File: src/rtl/bus_transfer_sequencer.sv
// bus_transfer_sequencer: queued register-to-register bus transfers, drive then latch
module bus_transfer_sequencer #(
    parameter int DEPTH   = 4,
    parameter int NUM_SRC = 24
) (
    input  logic                   clk,
    input  logic                   clr_n,
    input  logic                   req_valid,
    input  logic [4:0]             req_src,
    input  logic [4:0]             req_dst,
    output logic                   req_ready,
    output logic [31:0]            out_en,
    output logic [31:0]            in_en,
    output logic                   done,
    output logic                   err,
    output logic                   busy,
    output logic [$clog2(DEPTH):0] fifo_count
);
    localparam int PW = $clog2(DEPTH);
    localparam int CW = PW + 1;

    typedef enum logic [1:0] {IDLE, DRIVE, LATCH} state_t;

    state_t          state_q, state_d;
    logic [PW-1:0]   wr_ptr_q, wr_ptr_d, rd_ptr_q, rd_ptr_d;
    logic [CW-1:0]   count_q, count_d;
    logic [4:0]      cur_src_q, cur_src_d, cur_dst_q, cur_dst_d;
    logic [31:0]     out_en_q, out_en_d, in_en_q, in_en_d;
    logic            done_q, done_d, err_q, err_d;
    logic            accept, legal, push, pop;
    logic [4:0]      src_mem [DEPTH];
    logic [4:0]      dst_mem [DEPTH];

    assign req_ready  = count_q != CW'(DEPTH);
    assign out_en     = out_en_q;
    assign in_en      = in_en_q;
    assign done       = done_q;
    assign err        = err_q;
    assign fifo_count = count_q;
    assign busy       = (state_q != IDLE) || (count_q != '0);

    // Next-state: FIFO bookkeeping, pop decision in IDLE/LATCH, registered outputs for the coming state
    always_comb begin
        accept    = req_valid && req_ready;
        legal     = 32'(req_src) < NUM_SRC;
        push      = accept && legal;
        pop       = (state_q != DRIVE) && (count_q != '0);
        err_d     = accept && !legal;
        wr_ptr_d  = wr_ptr_q + PW'(push);
        rd_ptr_d  = rd_ptr_q + PW'(pop);
        count_d   = count_q + CW'(push) - CW'(pop);
        state_d   = IDLE;
        cur_src_d = cur_src_q;
        cur_dst_d = cur_dst_q;
        out_en_d  = '0;
        in_en_d   = '0;
        done_d    = 1'b0;
        if (pop) begin
            state_d   = DRIVE;
            cur_src_d = src_mem[rd_ptr_q];
            cur_dst_d = dst_mem[rd_ptr_q];
            out_en_d  = 32'd1 << src_mem[rd_ptr_q];
        end else if (state_q == DRIVE) begin
            state_d  = LATCH;
            out_en_d = 32'd1 << cur_src_q;
            in_en_d  = 32'd1 << cur_dst_q;
            done_d   = 1'b1;
        end
    end

    // State, pointers and registered outputs; reset aborts any transfer and empties the queue
    always_ff @(posedge clk or negedge clr_n) begin
        if (!clr_n) begin
            state_q   <= IDLE;
            wr_ptr_q  <= '0;
            rd_ptr_q  <= '0;
            count_q   <= '0;
            cur_src_q <= '0;
            cur_dst_q <= '0;
            out_en_q  <= '0;
            in_en_q   <= '0;
            done_q    <= 1'b0;
            err_q     <= 1'b0;
        end else begin
            state_q   <= state_d;
            wr_ptr_q  <= wr_ptr_d;
            rd_ptr_q  <= rd_ptr_d;
            count_q   <= count_d;
            cur_src_q <= cur_src_d;
            cur_dst_q <= cur_dst_d;
            out_en_q  <= out_en_d;
            in_en_q   <= in_en_d;
            done_q    <= done_d;
            err_q     <= err_d;
        end
    end

    // Request storage; contents are only read while count is non-zero, so no reset needed
    always_ff @(posedge clk) begin
        if (push) begin
            src_mem[wr_ptr_q] <= req_src;
            dst_mem[wr_ptr_q] <= req_dst;
        end
    end
endmodule
File: config.mk
export PLATFORM = sky130hd
export DESIGN_NAME = bus_transfer_sequencer
export DESIGN_NICKNAME = d
export VERILOG_FILES = /design/src/rtl/bus_transfer_sequencer.sv
export SDC_FILE = /design/constraint.sdc
export NUM_CORES = 1
export LEC_CHECK = 0
export BUFFER_PORTS_ARGS = -buffer_cell sky130_fd_sc_hd__buf_2
export CAP_MARGIN = 40
export CORE_ASPECT_RATIO = 1.75
export CORE_MARGIN = 2
export CORE_UTILIZATION = 59
export CTS_CLUSTER_DIAMETER = 200
export DETAILED_ROUTE_END_ITERATION = 6
export PLACE_DENSITY = 0.94
export SLEW_MARGIN = 20
export SYNTH_ARGS = -nofsm -noshare
export SYNTH_HDL_FRONTEND = slang
export SYNTH_SLANG_ARGS = --single-unit
File: constraint.sdc
create_clock -name clk -period 5.1 [get_ports clk]
set_input_delay 0.765 -clock clk [delete_from_list [all_inputs] [get_ports clk]]
set_output_delay 0.765 -clock clk [all_outputs]
set_load 0.005 [all_outputs]
Yosys cells after proc, flatten, opt, wreduce, memory -nomap -nowiden
Memories as Yosys holds them, arrays and structs flattened. A register that Yosys moved wholly into a read port is not among the register bits.
Index checks and enable logic that the tools add are counted.
- $add $sub $neg: 4
- magnitude comparators: 1
- equal/unequal tests: 3
- shifts and indexed selects: 3
- multiplexer cells: 10
- reductions and logical operators: 9
- operator list (operator ; number):
    $mux 32 ; 4
    $shl 1x5->32 const A ; 3
    $lt 5x5->1 const B ; 1
    $add 2x1->2 ; 2
    $logic_and 1x1->1 ; 4
    $mux 1 ; 4
    $mux 2 ; 2
    $add 3x1->3 ; 1
    $ne 3x3->1 const B ; 1
    $reduce_bool 3->1 ; 1
    $sub 3x1->3 ; 1
    $eq 2x1->1 const B ; 1
    $logic_not 1->1 ; 2
    $ne 2x1->1 const B ; 1
    $reduce_bool 2->1 ; 1
    $logic_or 1x1->1 ; 1
- bits in registers: 80
- memory bits (writable): 40
- input bits: 13
- output and inout port bits: 71
- memories kept: 2
- memories (name ; depth ; bits a word ; rd ports ; clocked after memory_dff ; write ports ; RTL line ; source):
    dst_mem ; 4 ; 5 ; 1 ; 1 ; 1 ; 32 ; logic [4:0] dst_mem [DEPTH];
    src_mem ; 4 ; 5 ; 1 ; 0 ; 1 ; 31 ; logic [4:0] src_mem [DEPTH];

Logic depth before layout (Yosys ltp)
Gate-level depths: netlist (run 1).
- depth after elaboration: 5
- mapped depth: 9
- gate-level depth less buffers: 8

Least setup slack after synthesis (run 1)
Ideal clock, no wire load.
- kind: in2reg
- start point: input req_src[4]
- end point: memory dst_mem[2][0] (enable)
- library setup time: 392 ps
- data arrival time: 1874 ps
- data required time: 4708 ps
- setup slack: 2834 ps
- stages on the path: 3
- buffers on the path: 0
- cell sequence: nand2_1 > nand3_1 > nor3b_1
- cells in the longest elaborated chain, start to end: 4
- RTL lines (item ; RTL line ; source):
    start: declaration ; 9 ; input logic [4:0] req_src,
    $lt 5x5->1 ; 45 ; legal = 32'(req_src) < NUM_SRC;
    $logic_and 1x1->1 ; 46 ; push = accept && legal;
    $mux 1 ; 100 ; if (push) begin
    $mux 1 (not written as such) ; 102 ; dst_mem[wr_ptr_q] <= req_dst;
    end: declaration ; 32 ;
Every way passes these cells.

Worst setup path in the final report (run 1)
- start point: register count_q[2], in the netlist fifo_count[2]
- end point: output busy
- cells in the longest elaborated chain, start to end: 2
- RTL lines (item ; RTL line ; source):
    start: declaration ; 26 ; logic [CW-1:0] count_q, count_d;
    start signal: assignment ; 88 ; count_q <= count_d;
    $reduce_bool 3->1 ; 40 ; assign busy = (state_q != IDLE) || (count_q != '0);
    $logic_or 1x1->1 ; 40 ;
    end: declaration ; 16 ; output logic busy,
Every way passes these cells.

==> flow_summary.json, run 1 <==
{
  "diodes": 0,
  "reg2reg_to": "out_en[6]$_DFF_PN0_",
  "drt_iter0_drc": 272,
  "overflow": 0,
  "synth_area_leaders": "dfrtp_1, edfxtp_1, o32ai_1",
  "yosys_warnings": 0,
  "vias_per_cell": 5.898,
  "cts.sinks": 124,
  "seqPwrFrac": 0.404,
  "arrival_ps": 1750,
  "power_switching_mw": 1.101,
  "rsz0062_at_grt": "false",
  "rows": 42,
  "final_common_cell": "dfrtp_1",
  "reg2regPathDepth": 3,
  "fin_skew_ps": 7.615,
  "cap_violations": 0,
  "globalRoute.busiestLayer": "met2",
  "yosysTopAreaCellShare": 0.4554,
  "clk_pin_slew_ps": 50,
  "reg2reg_from": "rd_ptr_q[0]$_DFF_PN0_",
  "yosys.area.top_type": "dfrtp_1",
  "p_comb_frac": 0.259,
  "place_hpwl_um": 6154,
  "p_int_mw": 2.337,
  "status": "completed",
  "endpoint_kind": "primary output",
  "nets": 405,
  "setup_viol": 0,
  "post_cts_resized": 0,
  "drive_gt1_frac": 0.3234,
  "max_slew.worst_pin.slew_ps": 671.9,
  "antenna_found_initial": 0,
  "p_per_area_nw_per_um2": 606.1,
  "clk_latency_ps": 410,
  "core_area_um2": 7567,
  "io_buffers": 83,
  "timing.fmax_mhz": 397.5,
  "grt_util_met2": 0.3995,
  "p_sw_frac": 0.3203,
  "grt_use_met3": 0.07641,
  "wl_per_cell_um": 18.75,
  "die_area_um2": 8574,
  "final_max_slew_viol_count": 0,
  "ys_seq_elements": 124,
  "num_vias": 2890,
  "syn-num-nets": 317,
  "drt_pass1_iterations": 4,
  "globalRouteMet1Util": 0.2433,
  "syn_to_final_growth_pct": 22.88,
  "grt_max_degree": 46,
  "min_period_over_period": 0.4933,
  "cp_max_fo": 5,
  "syn_inst": 301,
  "path_class": "flip-flop to primary output",
  "io_pins": 84,
  "hp-class": "input port to async pin",
  "slew_headroom": 0.5521,
  "final_cell_mix": "dfrtp_1, buf_2, edfxtp_1",
  "cts_buffers": 17,
  "drcViolationCount": 0,
  "first_global_vias": 2901,
  "cts_buffer_depth": 2,
  "dieWidth_um": 70.86,
  "setup_tns_ps": 0,
  "clkPwrFrac": 0.337,
  "final_cells": 490,
  "cts_htree_levels": 4,
  "p_leak_nw": 2.593,
  "cts_tree": "yes",
  "globalplace.congestion": 0.9107,
  "grt_pass1_wl_um": 14530,
  "worstPathRequired_ps": 4340,
  "initial_core_util": 0.6100,
  "cts-hold-fix-buffers": 0,
  "die_h_um": 121.0,
  "start_kind": "flip-flop",
  "cts_root_buf": "clkbuf_16",
  "hold_violations": 0,
  "syn-cell-area_um2": 4616,
  "ir_drop_mv": 0.3519,
  "routed_wl_um": 9187,
  "yosysUniqueCellTypes": 30,
  "drtAntennaViolNets": 0,
  "dp.cells": 458,
  "period_needed_ps": 2516,
  "ff2ff_setup_slack_ps": 2650,
  "post_cts_buffers": 0,
  "grt_use_total": 0.2329,
  "avgSynthCellArea_um2": 15.33,
  "yosysSeqAreaShare": 0.7156
}
worst max-delay path, stage by stage, from the launching register on:
cell	delay, ps
dfrtp_1	410
or3_1	430
or3_1	350
buf_2	150
routing by layer:
layer	vias up	part of all wire	wire length, um
met1	1445	0.35	3204
met5	-	0	0
met3	31	0.051	471
met2	118	0.56	5164
met4	0	0.038	348
li1	1296	-	-
synth_stat cells:
master and count:
or2_1 2, or3_1 3, or2_2 1, ha_1 2, and3_1 1, nand2_1 17, mux4_1 6, nand3_1 7
clkbuf_1 10, edfxtp_1 40, nor3_1 10, buf_6 4, buf_1 3, buf_2 2, xnor2_1 3, mux2_2 9
o21ai_0 1, xor2_1 3, nor2_1 29, nor3b_1 4, o32ai_1 32, fa_1 1, nand2b_1 14, or3b_2 1
mux4_2 4, inv_1 3, and3b_1 2, nand3b_1 1, nor2b_1 2, dfrtp_1 84
how the worst max path moves through the flow:
stage	depth (start not counted)	slack, ps	from	to
floorplan	3	2830	req_src[4]	dst_mem[2][0]$_DFFE_PP_
global placement	8	2560	done$_DFF_PN0_	fifo_count[2]$_DFF_PN0_
detailed placement	3	2720	rd_ptr_q[0]$_DFF_PN0_	out_en[4]$_DFF_PN0_
CTS	3	2560	fifo_count[2]$_DFF_PN0_	busy
global route	3	2500	rd_ptr_q[0]$_DFF_PN0_	out_en[6]$_DFF_PN0_
finish	3	2580	fifo_count[2]$_DFF_PN0_	busy
flip-flops by register name, indices dropped and copies added, names as in the netlist:
signal      flops
cur_dst_q       5
cur_src_q       5
done            1
dst_mem        20
err             1
fifo_count      3
in_en          32
out_en         32
rd_ptr_q        2
src_mem        20
state_q         1
wr_ptr_q        2
kinds of logic after synthesis:
kind of cell	synth area share
AOI/OAI and AO/OA	0.06180
DFF	0.7156
muxes	0.07563
xor gates and xnor gates	0.01139
and+or+nand+nor	0.1008
adders and majority gates	0.009758
buffers and inverters	0.02494
per-stage QoR:
step	hold WS [ps]	util	total power, mW	setup slack [ps]	instance area (um2)
2_1_floorplan	469.4	-	2.032	2834	4616
3_3_place_gp	511.1	0.6690	2.194	2557	5062
3_5_place_dp	520.1	0.6726	2.268	2719	5090
4_1_cts	358.2	0.7495	3.459	2562	5672
5_1_grt	388.4	0.7495	3.607	2502	5672
6_report	348.5	0.7495	3.437	2584	5672
power groups by stage:
| stage | Combinational (mW) | Sequential, mW | Clock (mW) |
|---|---|---|---|
| final | 0.890 | 1.39 | 1.16 |
| after global routing | 0.968 | 1.41 | 1.22 |
| after CTS | 0.889 | 1.39 | 1.18 |
| after detailed placement | 0.867 | 1.40 | 0 |
| after global placement | 0.811 | 1.38 | 0 |
| after floorplan | 0.716 | 1.32 | 0 |
area by class of cell:
type | instances | area (um2)
Tap cell | 88 | 110.1
Inverter | 3 | 11.26
Sequential cell | 124 | 3303
Timing Repair Buffer | 88 | 467.9
Clock buffer | 18 | 429.2
Multi-Input combinational cell | 155 | 1197
Clock inverter | 14 | 152.6
Fill cell | 475 | 1896
Power figures use the tool's default switching activity.
==> run 2, diff against run 1 <==
--- a/config.mk
+++ b/config.mk
@@ -9,10 +9,10 @@
 export CAP_MARGIN = 40
 export CORE_ASPECT_RATIO = 1.75
 export CORE_MARGIN = 2
-export CORE_UTILIZATION = 59
+export CORE_UTILIZATION = 49
 export CTS_CLUSTER_DIAMETER = 200
 export DETAILED_ROUTE_END_ITERATION = 6
-export PLACE_DENSITY = 0.94
+export PLACE_DENSITY = 0.84
 export SLEW_MARGIN = 20
 export SYNTH_ARGS = -nofsm -noshare
 export SYNTH_HDL_FRONTEND = slang
==> constraint.sdc (replaced) <==
create_clock -name clk -period 2.2 [get_ports clk]
set_input_delay 0.33 -clock clk [delete_from_list [all_inputs] [get_ports clk]]
set_output_delay 0.33 -clock clk [all_outputs]
set_load 0.005 [all_outputs]
==> run 2 against run 1 <==
  * Clock skew shrank 1.6 ps
  * Sequential power grew 130%
  * Via count shrank 3.3%
  * Design area grew 1.4%
  * Non-clock buffer count grew 6
  * Critical path depth grew 4
  * First-iteration DRC count shrank 51%
  * Sequential share of layout area shrank 0.79 points
  * Utilization shrank 12 points
  * Sequential cell count is the same
  * Register-to-register slack lost 2600 ps
  * Critical endpoint is now fifo_count[2]$_DFF_PN0_
  * Highest routed layer unchanged
==> flow_summary.json, run 2 (synthesis results as in run 1) <==
{
  "power_switching_mw": 2.517,
  "antenna_found_initial": 0,
  "crit_end": "fifo_count[2]$_DFF_PN0_",
  "globalplace.congestion": 0.8149,
  "cp_num_buf_inv": 0,
  "routed_wl_um": 8676,
  "clk_latency_ps": 410,
  "fin_skew_ps": 6.058,
  "drt_pass1_iterations": 4,
  "nets": 411,
  "clk_pin_slew_ps": 50,
  "p_int_mw": 5.351,
  "cts_root_buf": "clkbuf_16",
  "hold_violations": 0,
  "final_cell_mix": "dfrtp_1, buf_2, edfxtp_1",
  "place_hpwl_um": 6154,
  "clkPwrFrac": 0.326,
  "crit_cells": 7,
  "cts_tree": "yes",
  "reg2reg_to": "fifo_count[2]$_DFF_PN0_",
  "crit_chain": "or3b_2 > nand3_2 > xnor2_1 > ha_1 > fa_1 > xor2_1 > xnor2_1",
  "overflow": 0,
  "cpPeakStageDelay_ps": 520,
  "path_class": "flip-flop to flip-flop",
  "p_leak_nw": 2.608,
  "start_kind": "flip-flop",
  "cp_common_cell": "xnor2_1",
  "status": "completed",
  "timing.fmax_mhz": 461.2,
  "diodes": 0,
  "grt_max_degree": 49,
  "setup_tns_ps": 0,
  "utilization": 0.6325,
  "crit_family": "simple AND/OR/NAND/NOR gates",
  "min_period_over_period": 0.9855,
  "grt_use_total": 0.1826,
  "cts_buffer_depth": 2,
  "globalRouteMet1Util": 0.1864,
  "endpoint_kind": "flip-flop",
  "period_needed_ps": 2168,
  "core_area_um2": 9094,
  "startpoint": "fifo_count[2]$_DFF_PN0_",
  "initial_core_util": 0.5076,
  "vias_per_cell": 5.294,
  "drt_iter0_drc": 133,
  "setup_viol": 0,
  "cts_buffers": 17,
  "drcViolationCount": 0,
  "final_max_slew_viol_count": 0,
  "p_per_area_nw_per_um2": 1368,
  "p_sw_frac": 0.3199,
  "io_pins": 84,
  "reg2reg_from": "fifo_count[2]$_DFF_PN0_",
  "reg2regPathDepth": 7,
  "dpl_worst_slack_ps": 82.64,
  "hp-start": "req_dst[4]",
  "drtAntennaViolNets": 0,
  "grt_use_met3": 0.06507,
  "io_buffers": 83,
  "drive_gt1_frac": 0.3407,
  "first_global_vias": 2933,
  "ff2ff_setup_slack_ps": 30,
  "arrival_ps": 2500,
  "die_area_um2": 10240,
  "slew_headroom": 0.6072,
  "worstPathRequired_ps": 2530,
  "cap_violations": 0,
  "max_slew.worst_pin.slew_ps": 587.6,
  "slowest_stage": "or3b_2",
  "cp_max_fo": 5,
  "syn_to_final_growth_pct": 24.61,
  "grt_pass1_wl_um": 14210,
  "hp-class": "input port to flip-flop",
  "p_comb_frac": 0.271,
  "die_h_um": 132.4,
  "grt_util_met2": 0.3266,
  "setup_slack_ps": 31.94,
  "seqPwrFrac": 0.402,
  "wl_per_cell_um": 16.43,
  "rsz0062_at_grt": "true",
  "ir_drop_mv": 0.8240,
  "final_common_cell": "dfrtp_1",
  "dieWidth_um": 77.37,
  "globalRoute.busiestLayer": "met2",
  "rows": 46,
  "cts_htree_levels": 4,
  "num_vias": 2795,
  "cts.sinks": 124
}
run 2: area by class of cell:
class,instances,area (um2)
clock buffers,18,429.2
fillers,716,3342
flip-flops and latches,124,3304
repair buffers,94,515.5
inverters,3,11.26
clock inverters,14,128.9
well taps,120,150.1
multi-input cells,155,1212
run 2: layer usage:
| metal | part of all wire | vias to the layer above |
|---|---|---|
| met2 | 0.57 | 82 |
| met3 | 0.053 | 20 |
| met5 | 0 | - |
| li1 | - | 1299 |
| met1 | 0.35 | 1394 |
| met4 | 0.024 | 0 |
run 2: worst min-delay path by stage:
stage                          endpoint  slack, ps  cells past startpoint
2_1_floorplan  cur_dst_q[0]$_DFFE_PN0P_         30                      0
3_3_place_gp    fifo_count[2]$_DFF_PN0_        510                      1
3_5_place_dp        in_en[20]$_DFF_PN0_        360                      1
4_1_cts         dst_mem[2][3]$_DFFE_PP_        120                      1
5_1_grt         dst_mem[3][2]$_DFFE_PP_        120                      1
6_report        dst_mem[3][4]$_DFFE_PP_        140                      1
run 2: power groups by stage:
| stage | registers [mW] | logic (mW) | clock network, mW |
|---|---|---|---|
| 6_report | 3.17 | 2.14 | 2.57 |
| 5_1_grt | 3.22 | 2.33 | 2.73 |
| 4_1_cts | 3.16 | 2.12 | 2.62 |
| 3_5_place_dp | 3.20 | 2.10 | 0 |
| 3_3_place_gp | 3.17 | 2.01 | 0 |
| 2_1_floorplan | 3.05 | 1.66 | 0 |
run 2: per-stage QoR:
step                      hold WS [ps]  instances  instance area, um2  power [mW]
after detailed placement         360.4        495                5167       5.303
after CTS                        119.6        528                5736       7.900
after global routing             124.8        528                5752       8.288
after floorplan                  34.41        301                4616       4.711
final                            136.3        528                5752       7.868
after global placement           505.9        494                5147       5.181
run 2: repair_timing:
action	4_1_cts	5_1_grt
buffers inserted	0	0
hold buffers	1	0
setup endpoints to repair	0	9
endpoints found under the hold margin	47	0
resized for setup	0	4
